==> config.mk <==
export PLATFORM = sky130hd
export DESIGN_NAME = led_matrix_scan
export DESIGN_NICKNAME = d
export VERILOG_FILES = /design/src/rtl/led_matrix_scan.sv
export SDC_FILE = /design/constraint.sdc
export NUM_CORES = 1
export LEC_CHECK = 0
export CORE_ASPECT_RATIO = 0.75
export CORE_UTILIZATION = 51
export CTS_BUF_LIST = sky130_fd_sc_hd__clkbuf_8
export DETAILED_ROUTE_END_ITERATION = 8
export GPL_ROUTABILITY_DRIVEN = 1
export PLACE_DENSITY_LB_ADDON = 0.05
export SYNTH_ARGS = -nofsm -noshare
export SYNTH_HDL_FRONTEND = slang
export SYNTH_SLANG_ARGS = --single-unit
==> constraint.sdc <==
create_clock -name CLK_50M -period 2.4 [get_ports CLK_50M]
set_input_delay 0.6 -clock CLK_50M [delete_from_list [all_inputs] [get_ports CLK_50M]]
set_output_delay 0.6 -clock CLK_50M [all_outputs]
set_load 0.005 [all_outputs]
==> src/rtl/led_matrix_scan.sv <==
`default_nettype none
// led_matrix_scan: takes a coherent snapshot of four 24-bit column buses, shifts each column
// into a 595-style shift/latch chain and multiplexes columns via active-low enables.
module led_matrix_scan #(
  parameter int CLK_DIV     = 4,
  parameter int HOLD_CYCLES = 50000
) (
  input  logic        CLK_50M,
  input  logic        RST_N,
  input  logic        scan_en,
  input  logic [23:0] column_0,
  input  logic [23:0] column_1,
  input  logic [23:0] column_2,
  input  logic [23:0] column_3,
  output logic        sr_data,
  output logic        sr_clk,
  output logic        sr_latch,
  output logic [3:0]  col_en_n,
  output logic        frame_start
);

  typedef enum logic [2:0] {
    IDLE  = 3'd0,
    LOAD  = 3'd1,
    SHIFT = 3'd2,
    LATCH = 3'd3,
    HOLD  = 3'd4
  } state_t;

  localparam logic [23:0] DIV       = 24'(CLK_DIV);
  localparam logic [23:0] DIV_LAST  = 24'(CLK_DIV - 1);
  localparam logic [23:0] PH_LAST   = 24'(2 * CLK_DIV - 1);
  localparam logic [23:0] HOLD_LAST = 24'(HOLD_CYCLES - 1);

  state_t      state, state_nx;
  logic [1:0]  idx, idx_nx;
  logic [23:0] cnt, cnt_nx;
  logic [4:0]  bit_cnt, bit_nx;
  logic [23:0] sreg, sreg_nx;
  logic [23:0] shadow [4];
  logic [23:0] col_in [4];
  logic [23:0] load_word;
  logic        snap;
  logic        start_col;
  logic        sr_data_nx, sr_clk_nx, sr_latch_nx, frame_start_nx;
  logic [3:0]  col_en_nx;

  always_comb begin
    col_in[0] = column_0;
    col_in[1] = column_1;
    col_in[2] = column_2;
    col_in[3] = column_3;
  end

  // Outputs are registered from the next-cycle values so every output
  // reflects the state it belongs to in the same cycle.
  always_comb begin
    state_nx       = state;
    idx_nx         = idx;
    cnt_nx         = cnt;
    bit_nx         = bit_cnt;
    sreg_nx        = sreg;
    snap           = 1'b0;
    start_col      = 1'b0;
    load_word      = '0;
    sr_data_nx     = sr_data;
    sr_clk_nx      = sr_clk;
    sr_latch_nx    = sr_latch;
    col_en_nx      = col_en_n;
    frame_start_nx = 1'b0;

    case (state)
      IDLE: begin
        sr_clk_nx   = 1'b0;
        sr_latch_nx = 1'b0;
        sr_data_nx  = 1'b0;
        col_en_nx   = 4'hF;
        if (scan_en) begin
          idx_nx    = 2'd0;
          start_col = 1'b1;
        end
      end

      LOAD: begin
        state_nx  = SHIFT;
        cnt_nx    = '0;
        bit_nx    = '0;
        sr_clk_nx = 1'b0;
      end

      SHIFT: begin
        if (cnt == PH_LAST) begin
          cnt_nx    = '0;
          sr_clk_nx = 1'b0;
          if (bit_cnt == 5'd23) begin
            state_nx    = LATCH;
            sr_latch_nx = 1'b1;
            sr_data_nx  = 1'b0;
            col_en_nx   = 4'hF;
          end else begin
            bit_nx     = bit_cnt + 5'd1;
            sreg_nx    = {sreg[22:0], sreg[23]};
            sr_data_nx = sreg[22];
          end
        end else begin
          cnt_nx    = cnt + 24'd1;
          sr_clk_nx = (cnt_nx >= DIV);
        end
      end

      LATCH: begin
        if (cnt == DIV_LAST) begin
          state_nx    = HOLD;
          cnt_nx      = '0;
          sr_latch_nx = 1'b0;
          col_en_nx   = ~(4'b0001 << idx);
        end else begin
          cnt_nx = cnt + 24'd1;
        end
      end

      HOLD: begin
        if (cnt == HOLD_LAST) begin
          cnt_nx = '0;
          idx_nx = idx + 2'd1;
          if (scan_en) begin
            start_col = 1'b1;
          end else begin
            state_nx  = IDLE;
            col_en_nx = 4'hF;
          end
        end else begin
          cnt_nx = cnt + 24'd1;
        end
      end

      default: begin
        state_nx = IDLE;
      end
    endcase

    // Column 0 always takes a fresh snapshot straight from the buses so the
    // whole frame comes from one instant.
    if (start_col) begin
      state_nx       = LOAD;
      snap           = (idx_nx == 2'd0);
      load_word      = snap ? col_in[idx_nx] : shadow[idx_nx];
      sreg_nx        = load_word;
      sr_data_nx     = load_word[23];
      sr_clk_nx      = 1'b0;
      sr_latch_nx    = 1'b0;
      frame_start_nx = snap;
    end
  end

  always_ff @(posedge CLK_50M or negedge RST_N) begin
    if (!RST_N) begin
      state       <= IDLE;
      idx         <= 2'd0;
      cnt         <= '0;
      bit_cnt     <= '0;
      sreg        <= '0;
      sr_data     <= 1'b0;
      sr_clk      <= 1'b0;
      sr_latch    <= 1'b0;
      col_en_n    <= 4'hF;
      frame_start <= 1'b0;
    end else begin
      state       <= state_nx;
      idx         <= idx_nx;
      cnt         <= cnt_nx;
      bit_cnt     <= bit_nx;
      sreg        <= sreg_nx;
      sr_data     <= sr_data_nx;
      sr_clk      <= sr_clk_nx;
      sr_latch    <= sr_latch_nx;
      col_en_n    <= col_en_nx;
      frame_start <= frame_start_nx;
    end
  end

  always_ff @(posedge CLK_50M or negedge RST_N) begin
    if (!RST_N) begin
      for (int i = 0; i < 4; i++) begin
        shadow[i] <= '0;
      end
    end else if (snap) begin
      for (int i = 0; i < 4; i++) begin
        shadow[i] <= col_in[i];
      end
    end
  end

endmodule
`default_nettype wire

# ---- Yosys cells after proc, flatten, opt, wreduce, memory -nomap -nowiden
# Cells that the tools add are included.
dict set report totals {
  register_bits 162
  input_bits 99
  out_inout_bits 8
  elab_cells 110
}
dict set report classes {
  addsub 3
  magnitude_cmp 2
  n_eq_ne 21
  n_shift 1
  mux 50
  bitwise_logic 2
  n_reduce_logical 17
}
# cell count
set op_table {}
lappend op_table {{two-way mux 24 bit} 12}
lappend op_table {{binary-select mux 24 bit (select 2 bit)} 2}
lappend op_table {{one-hot mux 24 bit (4 select lines)} 1}
lappend op_table {{adder 24 x 1 -> 24 bit (second input constant)} 1}
lappend op_table {{equality test 24 x 16 -> 1 bit (second input constant)} 1}
lappend op_table {{equality test 24 x 2 -> 1 bit (second input constant)} 1}
lappend op_table {{equality test 24 x 3 -> 1 bit (second input constant)} 1}
lappend op_table {{greater-or-equal comparator 24 x 3 -> 1 bit (second input constant)} 1}
lappend op_table {{two-way mux 4 bit} 5}
lappend op_table {{two-way mux 3 bit} 6}
lappend op_table {{!= test 2 bit (second input constant)} 8}
lappend op_table {{one-hot mux 4 bit (4 select lines)} 1}
lappend op_table {{!= test 3 bit (second input constant)} 5}
lappend op_table {{one-hot mux 3 bit (5 select lines)} 1}
lappend op_table {{two-way mux 1 bit} 12}
lappend op_table {{AND reduction 6 bit} 2}
lappend op_table {{nonzero test 4 bit} 3}
lappend op_table {{two-way mux 5 bit} 2}
lappend op_table {{one-hot mux 5 bit (2 select lines)} 1}
lappend op_table {{equality test 3 x 2 -> 1 bit (second input constant)} 2}
lappend op_table {{one-hot mux 1 bit (2 select lines)} 3}
lappend op_table {{AND reduction 3 bit} 2}
lappend op_table {{nonzero test 2 bit} 3}
lappend op_table {{nonzero test 3 bit} 2}
lappend op_table {{17 further kinds} 18}

# ---- Depth between registers and ports, before layout
dict set report depth {
  ltp_word 9
  ltp_mapped 11
  ltp_nobuf 9
}

# ---- Least setup slack after synthesis
# OpenSTA, ideal clock, no wires.
dict set report synth_path {
  kind {register to register}
  startpoint {register cnt[0]}
  endpoint {register sreg[1]}
  setup_ns 0.082
  arrival_time_ns 2.351
  t_required_ns 2.318
  slack_ns -0.033
  path_stages_with_launch 11
  n_path_buf 2
  synth_period_minus_slack_ns 2.433
  cell_sequence {dfrtp_1 > ha_1 > and3_1 > clkbuf_1 > nand4_1 > nor2_1 > mux2i_2 > clkbuf_1 > nand2_1 > a32o_1 > a31oi_1}
}
dict set report synth_via {
  elab_chain_cells 9
  elab_cells_between_ends 20
  classes_between {eq/ne: 3; mux: 12; bitwise: 1; reduce/logical: 4}
}
# element line_no
set synth_lines {}
lappend synth_lines {{start, declared} 37} ;# logic [23:0] cnt, cnt_nx;
lappend synth_lines {{start signal, assigned} 171} ;# cnt <= cnt_nx;
lappend synth_lines {{equality test 24 x 16 -> 1 bit} 123} ;# if (cnt == HOLD_LAST) begin
lappend synth_lines {{two-way mux 2 bit} 123}
lappend synth_lines {{one-hot mux 2 bit (2 select lines)} 72} ;# case (state)
lappend synth_lines {{NOT 2 -> 3 bit (implied by the code)} 147} ;# load_word = snap ? col_in[idx_nx] : shadow[idx_nx];
lappend synth_lines {{binary-select mux 24 bit (select 2 bit)} 147}
lappend synth_lines {{two-way mux 24 bit (implied by the code) (2 in series)} 147}
lappend synth_lines {{two-way mux 24 bit} 147}
lappend synth_lines {{two-way mux 24 bit} 144} ;# if (start_col) begin
lappend synth_lines {{end signal, assigned} 173} ;# sreg <= sreg_nx;
lappend synth_lines {{end, declared} 39} ;# logic [23:0] sreg, sreg_nx;
# Parallel ways exist; a longest one is shown, timed or not. The select of a mux whose other input is x is not followed.
# A chain may end at the register's enable or synchronous reset.

# ---- Worst setup path after layout
dict set report layout_path {
  startpoint {register cnt[23]}
  endpoint {register sreg[3]}
}
# Same word-level chain as after synthesis.

==> results.sh <==
export IMPL_status="finished, final reports clean"
export IMPL_drc=0
export IMPL_place_ws_ns=-0.1574
export IMPL_cap_violations=0
export IMPL_die_area_sq_um=14820
export IMPL_synth_area_sq_um=7307
export IMPL_grt_ovfl_total=0
export IMPL_worst_r2r_cell_count=9
export IMPL_grt_pass1_wl_mm=31.12
export IMPL_hp_class="in -> async"
export IMPL_worst_pin_slew_ns=0.7532
export IMPL_post_drt_via_cell_ratio=5.914
export IMPL_tns_ns=0
export IMPL_core_area_sq_um=13840
export IMPL_fin_skew_ns=0.01239
export IMPL_placedInstanceArea_sq_um=9045
export IMPL_final_util_pct=72.28
export IMPL_portBuffers=106
export IMPL_cp_endpoint="sreg[3]"
export IMPL_synth_async_reset_ratio_pct=100.0
export IMPL_synthCells=680
export IMPL_setup_viol=0
export IMPL_stdcell_count=1046
export IMPL_die_w_um=140.2
export IMPL_clk_latency_ns=0.46
export IMPL_synth_area_per_cell_sq_um=10.75
export IMPL_critPathLaunchType="register"
export IMPL_final_nets=963
export IMPL_htree_levels=4
export IMPL_crit_arrival_ns=2.68
export IMPL_timing_final_crit_share_pct=98.06
export IMPL_cts_root_buf="clkbuf_8"
export IMPL_row_count=37
export IMPL_hold_buffers=0
export IMPL_ctsLongestPathBuffers=2
export IMPL_rsz0062_at_grt="true"
export IMPL_place_hpwl_mm=13.79
export IMPL_antenna_found_initial=0
export IMPL_synth_distinct_cells=61
export IMPL_power_mw=4.562
export IMPL_max_stage_delay_ns=0.42
export IMPL_r2r_end="sreg[3]"
export IMPL_crit_fanout=12
export IMPL_grt_start_max_net_pins=68
export IMPL_ir_drop_mv=0.3875
export IMPL_yosys_area_top_type_share_pct=45.89
export IMPL_syn2layout_area_growth_pct=36.92
export IMPL_ys_warn_count=0
export IMPL_drive_above_1_share_pct=31.11
export IMPL_dp_cells=998
export IMPL_drt_wl_total_mm=20.58
export IMPL_dr_pass1_iters=5
export IMPL_ant_nets=0
export IMPL_fin_hold_ws_ns=0.1519
export IMPL_design_area_sq_um=10000
export IMPL_rrSetupSlack_ns=0.05
export IMPL_synth_area_leader_cell="dfrtp_1"
export IMPL_post_drt_wl_per_cell_um=19.68
export IMPL_fmax_mhz=424.9
export IMPL_power_density_nw_per_um2=456.0
export IMPL_antenna_cells=0
export IMPL_reg2reg_from="cnt[23]"
export IMPL_gp_congestion=0.9119
export IMPL_worst_slack_ns=0.04658
export IMPL_grt_pass1_vias=6026
export IMPL_finalHoldViolations=0
export IMPL_synth_ff_type="dfrtp_1"
export IMPL_ys_ff_latch=138
export IMPL_min_period_ns=2.353
export IMPL_fill_cells=1011
export IMPL_crit_path_end_kind="register"
export IMPL_path_cells="nor4_4 > and4_1 > buf_6 > and2_4 > and3_4 > clkbuf_16 > mux2i_1 > a32o_1 > a31oi_1"
export IMPL_clk_pin_slew_worst_paths_ns=0.08
export IMPL_io_pins=107
export IMPL_gr_usage_all_layers_pct=27.29
export IMPL_ys_seq_area_share_pct=47.33
export IMPL_critPathRequiredTime_ns=2.72
export IMPL_tritoncts="done"
export IMPL_initial_core_util_pct=52.79
export IMPL_cp_slowest_cell="dfrtp_1"
export IMPL_crit_type="reg -> reg"
export IMPL_critPathLaunch="cnt[23]"
export IMPL_yosys_top_cells_area="dfrtp_1 (46%), mux2_2 (8.9%), mux2_4 (5.5%), nand2_1 (5.3%), a31oi_1 (3.4%)"
export IMPL_cts_sinks=138
export IMPL_numCtsBuffers=17
export IMPL_yosys_top_cells_count="dfrtp_1 (134), nand2_1 (103), mux2_2 (58), a31oi_1 (40), mux2_4 (27)"
export IMPL_vias=6186
export IMPL_p_leak_nw=4.593
export IMPL_slew_headroom_pct=49.42
export IMPL_die_h_um=105.7
export IMPL_yosysMostFrequentCell="dfrtp_1"
export IMPL_syn_nets=785
export IMPL_drtIter0Drc=452
export IMPL_synth_edf_count=0
export IMPL_drv_slew=0
[placed cells by master, fill, tap and decap left out, types with 8 or more instances in the layout]
cell             instances
a22oi_1                  8
buf_6                    9
a32o_1                  14
nor2_1                  19
clkdlybuf4s50_1        105
o21ai_0                 14
a31oi_1                 39
xnor2_1                  8
dfrtp_1                134
nand2_1                 99
mux2i_1                 16
nand3_1                 13
clkbuf_16                8
inv_1                    8
a22oi_2                  8
nand4_1                 13
o211ai_1                10
buf_12                  11
mux2_4                  29
mux2_2                  56
buf_4                   77
nor3_1                  11
a21oi_1                 19
clkbuf_8                18
[what timing repair did]
action,CTS,global route
gates resized for setup,4,61
pin swaps,2,18
cloned,0,9
setup endpoints to repair,77,124
setup buffers,1,6
[power breakdown]
group	switching (mW)	internal, mW
Sequential	0	2.32
Clock	0.952	1.06
Combinational	0.0779	0.148
[sequential cells by signal, indices dropped and copies added, names as in the netlist]
signal,flops
shadow,72
idx,2
sr_clk,1
sr_data,1
state,3
cnt,24
sreg,24
frame_start,1
col_en_n,4
sr_latch,1
bit_cnt,5
[worst min-delay path by stage]
stage / cells past startpoint / to / slack [ns] / from
after CTS: 1 / state[0] / 0.17 / RST_N
final: 1 / state[0] / 0.15 / RST_N
after global routing: 1 / state[0] / 0.19 / RST_N
after floorplan: 0 / bit_cnt[0] / 0.30 / RST_N
after global placement: 1 / shadow[49] / 0.49 / shadow[49]
after detailed placement: 1 / shadow[55] / 0.49 / shadow[55]
[layer usage]
layer,global-route usage [%],vias to the layer above,wire length [um]
met5,0,-,0
met4,7.064,0,215
met3,5.407,20,1269
met2,41.21,250,9206
met1,40.02,3055,9893
li1,-,2861,-
[worst max-delay path: cells and delay by family, from the launching register on]
| kind | cells | cell delay, ns |
|---|---|---|
| AND/OR/NAND/NOR | 4 | 1.00 |
| multiplexers | 1 | 0.24 |
| flip-flops | 1 | 0.42 |
| AO/OA/AOI/OAI | 2 | 0.20 |
| buffers and inverters | 2 | 0.36 |
[area by class of cell]
cell class | count | area [sq um] | share of cell area (%)
well taps | 175 | 219.0 | 2.189
inverters | 8 | 32.53 | 0.3252
clock inverters | 14 | 171.4 | 1.713
repair buffers | 210 | 2151 | 21.50
clock buffers | 18 | 247.7 | 2.476
multi-input cells | 483 | 3725 | 37.23
flip-flops and latches | 138 | 3458 | 34.57
[cells by family after synthesis]
family                     share of synthesized area [%]
muxes                                              17.28
adders and majority gates                          1.027
and+or+nand+nor                                    14.95
AOI/OAI and AO/OA                                  13.60
xor gates and xnor gates                           1.438
buffers and inverters                              4.384
DFF                                                47.33
(Power assumes the default switching activity.)
